## config.mk

```make
export PLATFORM = sky130hd
export DESIGN_NAME = sdf_fft_ctrl_flat
export DESIGN_NICKNAME = d
export VERILOG_FILES = /design/src/rtl/sdf_fft_ctrl_if.sv /design/src/rtl/sdf_fft_ctrl.sv /design/src/flat_wrapper.sv
export SDC_FILE = /design/constraint.sdc
export NUM_CORES = 1
export LEC_CHECK = 0
export CAP_MARGIN = 40
export CELL_PAD_IN_SITES_DETAIL_PLACEMENT = 0
export CELL_PAD_IN_SITES_GLOBAL_PLACEMENT = 1
export CORE_MARGIN = 2
export CORE_UTILIZATION = 26
export CTS_CLUSTER_SIZE = 28
export DETAILED_ROUTE_END_ITERATION = 7
export DONT_BUFFER_PORTS = 1
export MAX_ROUTING_LAYER = met4
export PLACE_DENSITY_LB_ADDON = 0.08
export SYNTH_ARGS = -nofsm -noshare
export SYNTH_HDL_FRONTEND = slang
export SYNTH_SLANG_ARGS = --single-unit
```

## constraint.sdc

```tcl
create_clock -name clk -period 4.5 [get_ports clk]
set_input_delay 0.45 -clock clk [delete_from_list [all_inputs] [get_ports clk]]
set_output_delay 0.45 -clock clk [all_outputs]
set_load 0.01 [all_outputs]
```

## src/rtl/sdf_fft_ctrl_if.sv

```systemverilog
// Handshake and steering bundle between the SDF FFT sequencer and its stream/datapath.
// The master drives the sample stream; the slave (sequencer) returns framing and stage controls.
`timescale 1ns/1ps
interface sdf_fft_ctrl_if #(
    parameter int LOG2N = 3
);
    logic                           in_valid;
    logic                           in_sop;
    logic                           flush;
    logic                           in_ready;
    logic                           ce;
    logic [LOG2N-1:0]               sel;
    logic [LOG2N*(LOG2N-1)-1:0]     tw_addr;
    logic                           out_valid;
    logic                           out_sop;
    logic                           err;

    modport master (
        output in_valid, in_sop, flush,
        input  in_ready, ce, sel, tw_addr, out_valid, out_sop, err
    );

    modport slave (
        input  in_valid, in_sop, flush,
        output in_ready, ce, sel, tw_addr, out_valid, out_sop, err
    );
endinterface

```

## src/rtl/sdf_fft_ctrl.sv

```systemverilog
// Sequencer for a radix-2 single-path delay-feedback FFT: frame tracking, per-stage
// select/twiddle decode, pipeline fill/run framing and an end-of-stream flush.
`timescale 1ns/1ps
module sdf_fft_ctrl #(
    parameter int LOG2N = 3
) (
    input  logic              clk,
    input  logic              clear,
    sdf_fft_ctrl_if.slave     bus
);
    localparam int N    = 1 << LOG2N;
    localparam int TW_W = LOG2N - 1;
    localparam logic [LOG2N-1:0] CNT_LAST  = LOG2N'(N - 1);
    localparam logic [LOG2N-1:0] PRIME_END = LOG2N'(N - 2);

    typedef enum logic [1:0] {IDLE, FILL, RUN, FLUSH} state_t;

    state_t           state_reg, state_next;
    logic [LOG2N-1:0] cnt_reg, cnt_next;
    logic [LOG2N-1:0] prime_reg, prime_next;
    logic             err_reg, err_next;
    logic             ce_c, ready_c, ov_c, at_zero;
    logic [LOG2N-1:0] sel_c;
    logic [LOG2N*TW_W-1:0] tw_c;

    assign at_zero = (cnt_reg == '0);

    always_ff @(posedge clk or negedge clear) begin
        if (!clear) begin
            state_reg <= IDLE;
            cnt_reg   <= '0;
            prime_reg <= '0;
            err_reg   <= 1'b0;
        end else begin
            state_reg <= state_next;
            cnt_reg   <= cnt_next;
            prime_reg <= prime_next;
            err_reg   <= err_next;
        end
    end

    always_comb begin
        state_next = state_reg;
        cnt_next   = cnt_reg;
        prime_next = prime_reg;
        err_next   = err_reg;
        ce_c       = 1'b0;
        ready_c    = 1'b1;
        ov_c       = 1'b0;
        case (state_reg)
            IDLE: begin
                ce_c = bus.in_valid & bus.in_sop;
                if (bus.in_valid && !bus.in_sop)
                    err_next = 1'b1;
                if (ce_c) begin
                    cnt_next   = cnt_reg + 1'b1;
                    prime_next = LOG2N'(1);
                    state_next = FILL;
                end
            end
            FILL, RUN: begin
                ce_c = bus.in_valid;
                ov_c = (state_reg == RUN) & bus.in_valid;
                if (bus.in_valid) begin
                    // sop must coincide exactly with the frame boundary; mismatches are
                    // flagged but the sample is still taken (no resync)
                    if (bus.in_sop != at_zero)
                        err_next = 1'b1;
                    if (bus.flush)
                        err_next = 1'b1;
                    cnt_next = cnt_reg + 1'b1;
                    if (state_reg == FILL) begin
                        prime_next = prime_reg + 1'b1;
                        if (prime_reg == PRIME_END)
                            state_next = RUN;
                    end
                end else if (bus.flush) begin
                    if (at_zero) begin
                        state_next = FLUSH;
                        prime_next = '0;
                    end else begin
                        err_next = 1'b1;
                    end
                end
            end
            FLUSH: begin
                ce_c       = 1'b1;
                ready_c    = 1'b0;
                ov_c       = 1'b1;
                cnt_next   = cnt_reg + 1'b1;
                prime_next = prime_reg + 1'b1;
                if (prime_reg == PRIME_END) begin
                    state_next = IDLE;
                    cnt_next   = '0;
                    prime_next = '0;
                end
            end
            default: state_next = IDLE;
        endcase
    end

    // Stage k sees the frame delayed by the sum of all upstream feedback delays.
    for (genvar gi = 0; gi < LOG2N; gi++) begin : g_stage
        localparam logic [LOG2N-1:0] OFF  = LOG2N'(N - (N >> gi));
        localparam logic [LOG2N-1:0] MASK = LOG2N'((N >> (gi + 1)) - 1);
        logic [LOG2N-1:0] m;
        assign m                        = cnt_reg - OFF;
        assign sel_c[gi]                = m[LOG2N-1-gi];
        assign tw_c[gi*TW_W +: TW_W]    = TW_W'((m & MASK) << gi);
    end

    assign bus.ce        = ce_c & clear;
    assign bus.in_ready  = ready_c;
    assign bus.out_valid = ov_c;
    assign bus.out_sop   = ov_c & (cnt_reg == CNT_LAST);
    assign bus.err       = err_reg;
    assign bus.sel       = sel_c;
    assign bus.tw_addr   = tw_c;
endmodule

```

## src/flat_wrapper.sv

```systemverilog
// flat-port wrapper written by rule: the top's interface ports become plain ports
module sdf_fft_ctrl_flat 
#(
    parameter int LOG2N = 3
)
  (clk, clear, bus_in_valid, bus_in_sop, bus_flush, bus_in_ready, bus_ce, bus_sel, bus_tw_addr, bus_out_valid, bus_out_sop, bus_err);
  sdf_fft_ctrl_if #(.LOG2N(LOG2N)) bus_i ();
  input  logic clk;
  input  logic clear;
  input wire logic [$bits(bus_i.in_valid)-1:0] bus_in_valid;
  input wire logic [$bits(bus_i.in_sop)-1:0] bus_in_sop;
  input wire logic [$bits(bus_i.flush)-1:0] bus_flush;
  output wire logic [$bits(bus_i.in_ready)-1:0] bus_in_ready;
  output wire logic [$bits(bus_i.ce)-1:0] bus_ce;
  output wire logic [$bits(bus_i.sel)-1:0] bus_sel;
  output wire logic [$bits(bus_i.tw_addr)-1:0] bus_tw_addr;
  output wire logic [$bits(bus_i.out_valid)-1:0] bus_out_valid;
  output wire logic [$bits(bus_i.out_sop)-1:0] bus_out_sop;
  output wire logic [$bits(bus_i.err)-1:0] bus_err;
  assign bus_i.in_valid = bus_in_valid;
  assign bus_i.in_sop = bus_in_sop;
  assign bus_i.flush = bus_flush;
  assign bus_in_ready = bus_i.in_ready;
  assign bus_ce = bus_i.ce;
  assign bus_sel = bus_i.sel;
  assign bus_tw_addr = bus_i.tw_addr;
  assign bus_out_valid = bus_i.out_valid;
  assign bus_out_sop = bus_i.out_sop;
  assign bus_err = bus_i.err;
  sdf_fft_ctrl #(.LOG2N(LOG2N)) u_core (.clk(clk), .clear(clear), .bus(bus_i));
endmodule
```

==> Word level (Yosys, flattened, before mapping) <==
Cells that the tools add are included.
{ "classes": {"n_reduce_logical": 10, "mux": 29, "eq_ne": 16, "n_addsub": 4, "bitwise_logic": 4} }
{ "op_table": {"columns": ["cell", "n"], "rows": [
  ["two-way mux 3 bit", 9],
  ["one-hot mux 3 bit (3 select lines)", 2],
  ["two-way mux 2 bit", 7],
  ["!= test 3 x 2 -> 1 bit, second input constant", 4],
  ["two-way mux 1 bit", 7],
  ["adder 3 x 1 -> 3 bit, second input constant", 2],
  ["equality test 3 bit, second input constant", 2],
  ["!= test 2 x 1 -> 1 bit, second input constant", 3],
  ["!= test 3 bit, second input constant", 2],
  ["one-hot mux 2 bit (3 select lines)", 1],
  ["AND reduction 6 bit", 1],
  ["AND reduction 5 bit", 1],
  ["bitwise AND 1 bit", 4],
  ["equality test 2 bit, second input constant", 2],
  ["one-hot mux 1 bit (2 select lines)", 2],
  ["AND reduction 4 bit", 1],
  ["zero test 3 bit", 1],
  ["one-hot mux 1 bit (3 select lines)", 1],
  ["equality test 2 x 1 -> 1 bit, second input constant", 1],
  ["zero test 2 bit", 1],
  ["!= test 2 bit, second input constant", 1],
  ["AND reduction 2 bit", 1],
  ["nonzero test 2 bit", 1],
  ["OR reduction 2 bit", 1],
  ["other kinds (5)", 5]
]} }
{ "totals": {"out_inout_bits": 14, "elab_cells": 67, "register_bits": 9, "inputBits": 5} }

==> Logic depth before layout (Yosys ltp) <==
{ "depth": {"word_depth": 6, "depth_mapped": 6, "mapped_depth_nobuf": 6} }

==> Worst setup path after synthesis <==
Ideal clock, no wire load.
{ "synth_timing": {"kind": "reg-to-output", "startpoint": "register u_core.state_reg[0]", "endpoint": "output port bus_out_sop", "path_stages_with_launch": 7, "t_arrival_ps": 1450, "path_buffers": 0, "required_ps": 4050, "path_slack_ps": 2600, "cell_sequence": "dfrtp_1 > inv_1 > ha_1 > and2_4 > nand2_1 > a21oi_1 > and2_1"} }
{ "synth_via": {"elab_chain_cells": 4, "elab_cells_between_ends": 7, "cone_classes": "eq/ne (3); mux (1); bitwise (2); reduce/logical (1)"} }
{ "synth_lines": {"columns": ["element", "line_no", "rtl"], "rows": [
  ["start: declaration", "sdf_fft_ctrl.sv:18", "state_t state_reg, state_next;"],
  ["start signal: assignment", "sdf_fft_ctrl.sv:35", "state_reg <= state_next;"],
  ["equality test 2 bit / equality test 2 x 1 -> 1 bit (equally long branches)", "sdf_fft_ctrl.sv:50, sdf_fft_ctrl.sv:63", null],
  ["bitwise AND 1 bit / OR reduction 2 bit (equally long branches)", "sdf_fft_ctrl.sv:63, sdf_fft_ctrl.sv:50", null],
  ["one-hot mux 1 bit (2 select lines) *", "sdf_fft_ctrl.sv:50", "case (state_reg)"],
  ["named net bus_out_valid", "flat_wrapper.sv:17", "output wire logic [$bits(bus_i.out_valid)-1:0] bus_out_valid;"],
  ["bitwise AND 1 bit *", "sdf_fft_ctrl.sv:115", "assign bus.out_sop = ov_c & (cnt_reg == CNT_LAST);"],
  ["end: declaration", "flat_wrapper.sv:18", "output wire logic [$bits(bus_i.out_sop)-1:0] bus_out_sop;"]
]} }
Mark *: on every way through the listed nets, which the timed path passes. The rest lies on a longest branch.

==> Final worst setup path <==
Ends and elaborated chain as after synthesis.

==> key figures <==
Run status
  • Status: complete, no violations

Worst hold path
  • Hold Path Depth: 2
  • Min-delay src: bus_flush
  • Worst min path class: input port to register
  • Hold EP: u_core.bus.err$_DFFE_PN0P_

Synthesis
  • Synth unique cells: 32
  • Ys async rst share: 100.0%
  • Count leader, synth: ha_1
  • Seq/Total Area, Yosys: 30.72%
  • Adder-cell area share of the yosys netlist: between 15 and 20%
  • Synth Cell Area: about 730 um^2
  • Synth Register Bits: 9
  • List of most frequent post-synthesis cells: ha_1, dfrtp_1, nand2_1, inv_1, buf_4
  • Post-synthesis simple-gate area fraction: 18.60%
  • Cells after Synth: slightly above 80
  • XOR/XNOR Fraction of Synth Area: 0%
  • Post-synthesis compound-gate area fraction: between 10% and 20%
  • Multiplexer area fraction after synthesis: ~5.6%
  • Warnings from Yosys: 0
  • Synth area leader: dfrtp_1
  • Combinational family with the most area after synthesis: simple AND/OR/NAND/NOR gates
  • Post-synth top flop: dfrtp_1
  • Syn_area_per_cell: a little under 9 um^2
  • Share of the synthesized area in the top cell type: 30.72%
  • EDFF count, synth: 0
  • Top cells by area, synth: dfrtp_1, ha_1, buf_4

STA
  • Setup tns final: 0 ns
  • Final period util: about half
  • Slew Limit Fails: 0
  • Fmax: roughly 0.43 GHz
  • Fin. Hold Viols: 0
  • Final min period: between 2 and 2.5 ns
  • Final setup violation count: 0
  • Clock skew: a little over 0.004 ns
  • RSZ-0062 raised after global routing: false

Route
  • DR vias/cell: 4.746
  • Vias after detailed routing: approximately 540
  • Wire length per cell: 12.16 um
  • Final ANT Viol Nets: 0
  • Starting DRT DRC Count: 14
  • DRT Pass-1 Iters: 4
  • Drt drc: 0
  • Final WL: 1.386 mm

Power and ir drop
  • Part of the power in registers: between 30% and 40%
  • P_sw: 0.0002534 W
  • Sw Ratio: 47.02%
  • Leakage: between 0.3 and 0.4 nW
  • Pwr/cell area: about 700 nW/um^2
  • Clock power share: approximately an eighth
  • Internal power: 0.0002856 W
  • Power, Total: 0.0005390 W
  • Max VDD drop: roughly 0.3 mV
  • Logic pwr share: 56.8%

Cells and area
  • Ant diodes: 0
  • Storage cell area: approximately 230 um^2
  • Final core occ: between 20 and 30%
  • Multi-input logic area: between 400 and 500 um^2
  • Share of post-route cells with drive strength above 1: under 10%
  • Filler instances: between 200 and 300
  • Finished Cell Area: between 700 and 800 um^2
  • Fin nets: just under 100
  • Syn-to-layout area delta: 5.119%
  • Fin cells: roughly 110

Floorplanning
  • Vert. Die Dim: 57.11 um
  • Die width: about 57 um
  • Num rows: 19
  • IO Pins: 19
  • Initial Util: between 20% and 30%
  • Die area: 3261 um^2
  • Core ar.: ~2700 um^2

Worst setup path
  • Data arrival, critical path: 1.88 ns
  • Worst Path Required: between 4 and 5 ns
  • Worst reg-to-reg path cell count: 6
  • Reg2reg setup slack: 2.66 ns
  • Reg2reg start: u_core.state_reg[0]$_DFFE_PN0P_
  • CP Max Fanout: 6
  • Crit path kind: register to output pin
  • Critical Path End Type: output pin
  • RR Endpoint: u_core.prime_reg[1]$_DFFE_PN0P_
  • Startpoint types: register

Global routing
  • Vias in the first global route: ~520
  • Largest net degree at the start of global routing: 10
  • First-pass GRT wire length: around 2.4 mm
  • Total Routing Usage GR: about 9.7%
  • GR Util met3: 4.535%
  • GR Layer Usage met1: approximately an eighth
  • Met2 Track Usage GR: 14.78%
  • Grt total ovfl: 0
  • Initial antenna violation count: 0
  • Top Usage Layer GRT: met2

CTS
  • Htree depth: 1
  • Clock Sinks: 9
  • CTS tree: built
  • Worst-Skew Late Latency: 0.26 ns
  • Root Driver: clkbuf_4
  • Number of buffers created by CTS: 3
  • PostCTS Resize Cnt: 0
  • Clk pin slew, worst setup/hold paths: around 0.070 ns
  • Longest Clk Path Bufs: 2

Placed design
  • Post-DP Area: approximately 730 um^2
  • Post-DP HPWL: between 1 and 1.5 mm
  • Input/output buffers: 0
  • GPL Wtd Cong: about 0.7
  • Cells after DPL: about 110

Flow run
  • Max Cap Viol: 0
## layout by cell type, fill, tap and decap left out, types with 2 or more instances in the layout
cell type and n:
nor2_1 4, clkbuf_4 3, dfrtp_1 9, and2_1 2, conb_1 3, o21ai_0 4, a21oi_1 3, nand2_1 9
ha_1 10, inv_1 8, mux2i_1 3, nand3_1 3
## metrics by stage
stage	setup slack [ns]	hold slack, ns
3_5_place_dp	2.416	0.1546
4_1_cts	2.129	0.3404
5_1_grt	2.025	0.3348
2_1_floorplan	2.600	0.1544
3_3_place_gp	2.443	0.1546
6_report	2.175	0.3513
## layer usage
metal,vias to the layer above,routed length [um]
met3,0,86
met1,248,673
li1,274,-
met2,19,626
met5,-,0
met4,0,0
## cells by family after synthesis
family          Yosys count
buf+inv                  14
other cells               1
flops                     9
mux                       4
compound gates           18
fa+ha+maj                10
simple gates             26
## critical path: stages (launching register included)
cell and delay [ns]:
dfrtp_1 0.37, inv_1 0.09, ha_1 0.37, and2_4 0.19, nand2_1 0.06, a21oi_1 0.30, and2_1 0.23
## repair_timing
item,in CTS,in global routing
setup buffers,0,0
hold buffers,1,0
hold endpoints to repair,9,0
## worst max path at each step
stage / start / end / slack, ns / depth (start not counted)
after floorplan: u_core.state_reg[0]$_DFFE_PN0P_ / bus_out_sop / 2.60 / 6
after global placement: u_core.state_reg[0]$_DFFE_PN0P_ / bus_out_sop / 2.44 / 6
after detailed placement: u_core.state_reg[0]$_DFFE_PN0P_ / bus_out_sop / 2.42 / 6
after CTS: u_core.state_reg[0]$_DFFE_PN0P_ / bus_out_sop / 2.13 / 6
after global routing: u_core.state_reg[1]$_DFFE_PN0P_ / bus_out_sop / 2.03 / 6
final: u_core.state_reg[0]$_DFFE_PN0P_ / bus_out_sop / 2.17 / 6
## power by group through the flow
| stage | Clock, W | Combinational, W | Sequential, W |
|---|---|---|---|
| after detailed placement | 0 | 0.000311 | 0.000171 |
| after CTS | 0.0000686 | 0.000313 | 0.000170 |
| after global routing | 0.0000739 | 0.000360 | 0.000177 |
| after global placement | 0 | 0.000319 | 0.000171 |
| after floorplan | 0 | 0.000283 | 0.000154 |
| final | 0.0000642 | 0.000306 | 0.000169 |
## layout make-up
| cell class | instances | share of cell area (%) |
|---|---|---|
| Multi-Input combinational cell | 61 | 57.14 |
| Sequential cell | 9 | 29.22 |
| Tap cell | 31 | 5.032 |
| Inverter | 8 | 3.896 |
| Clock buffer | 4 | 3.409 |
| Timing Repair Buffer | 1 | 1.299 |
Power figures use the tool's default switching activity.
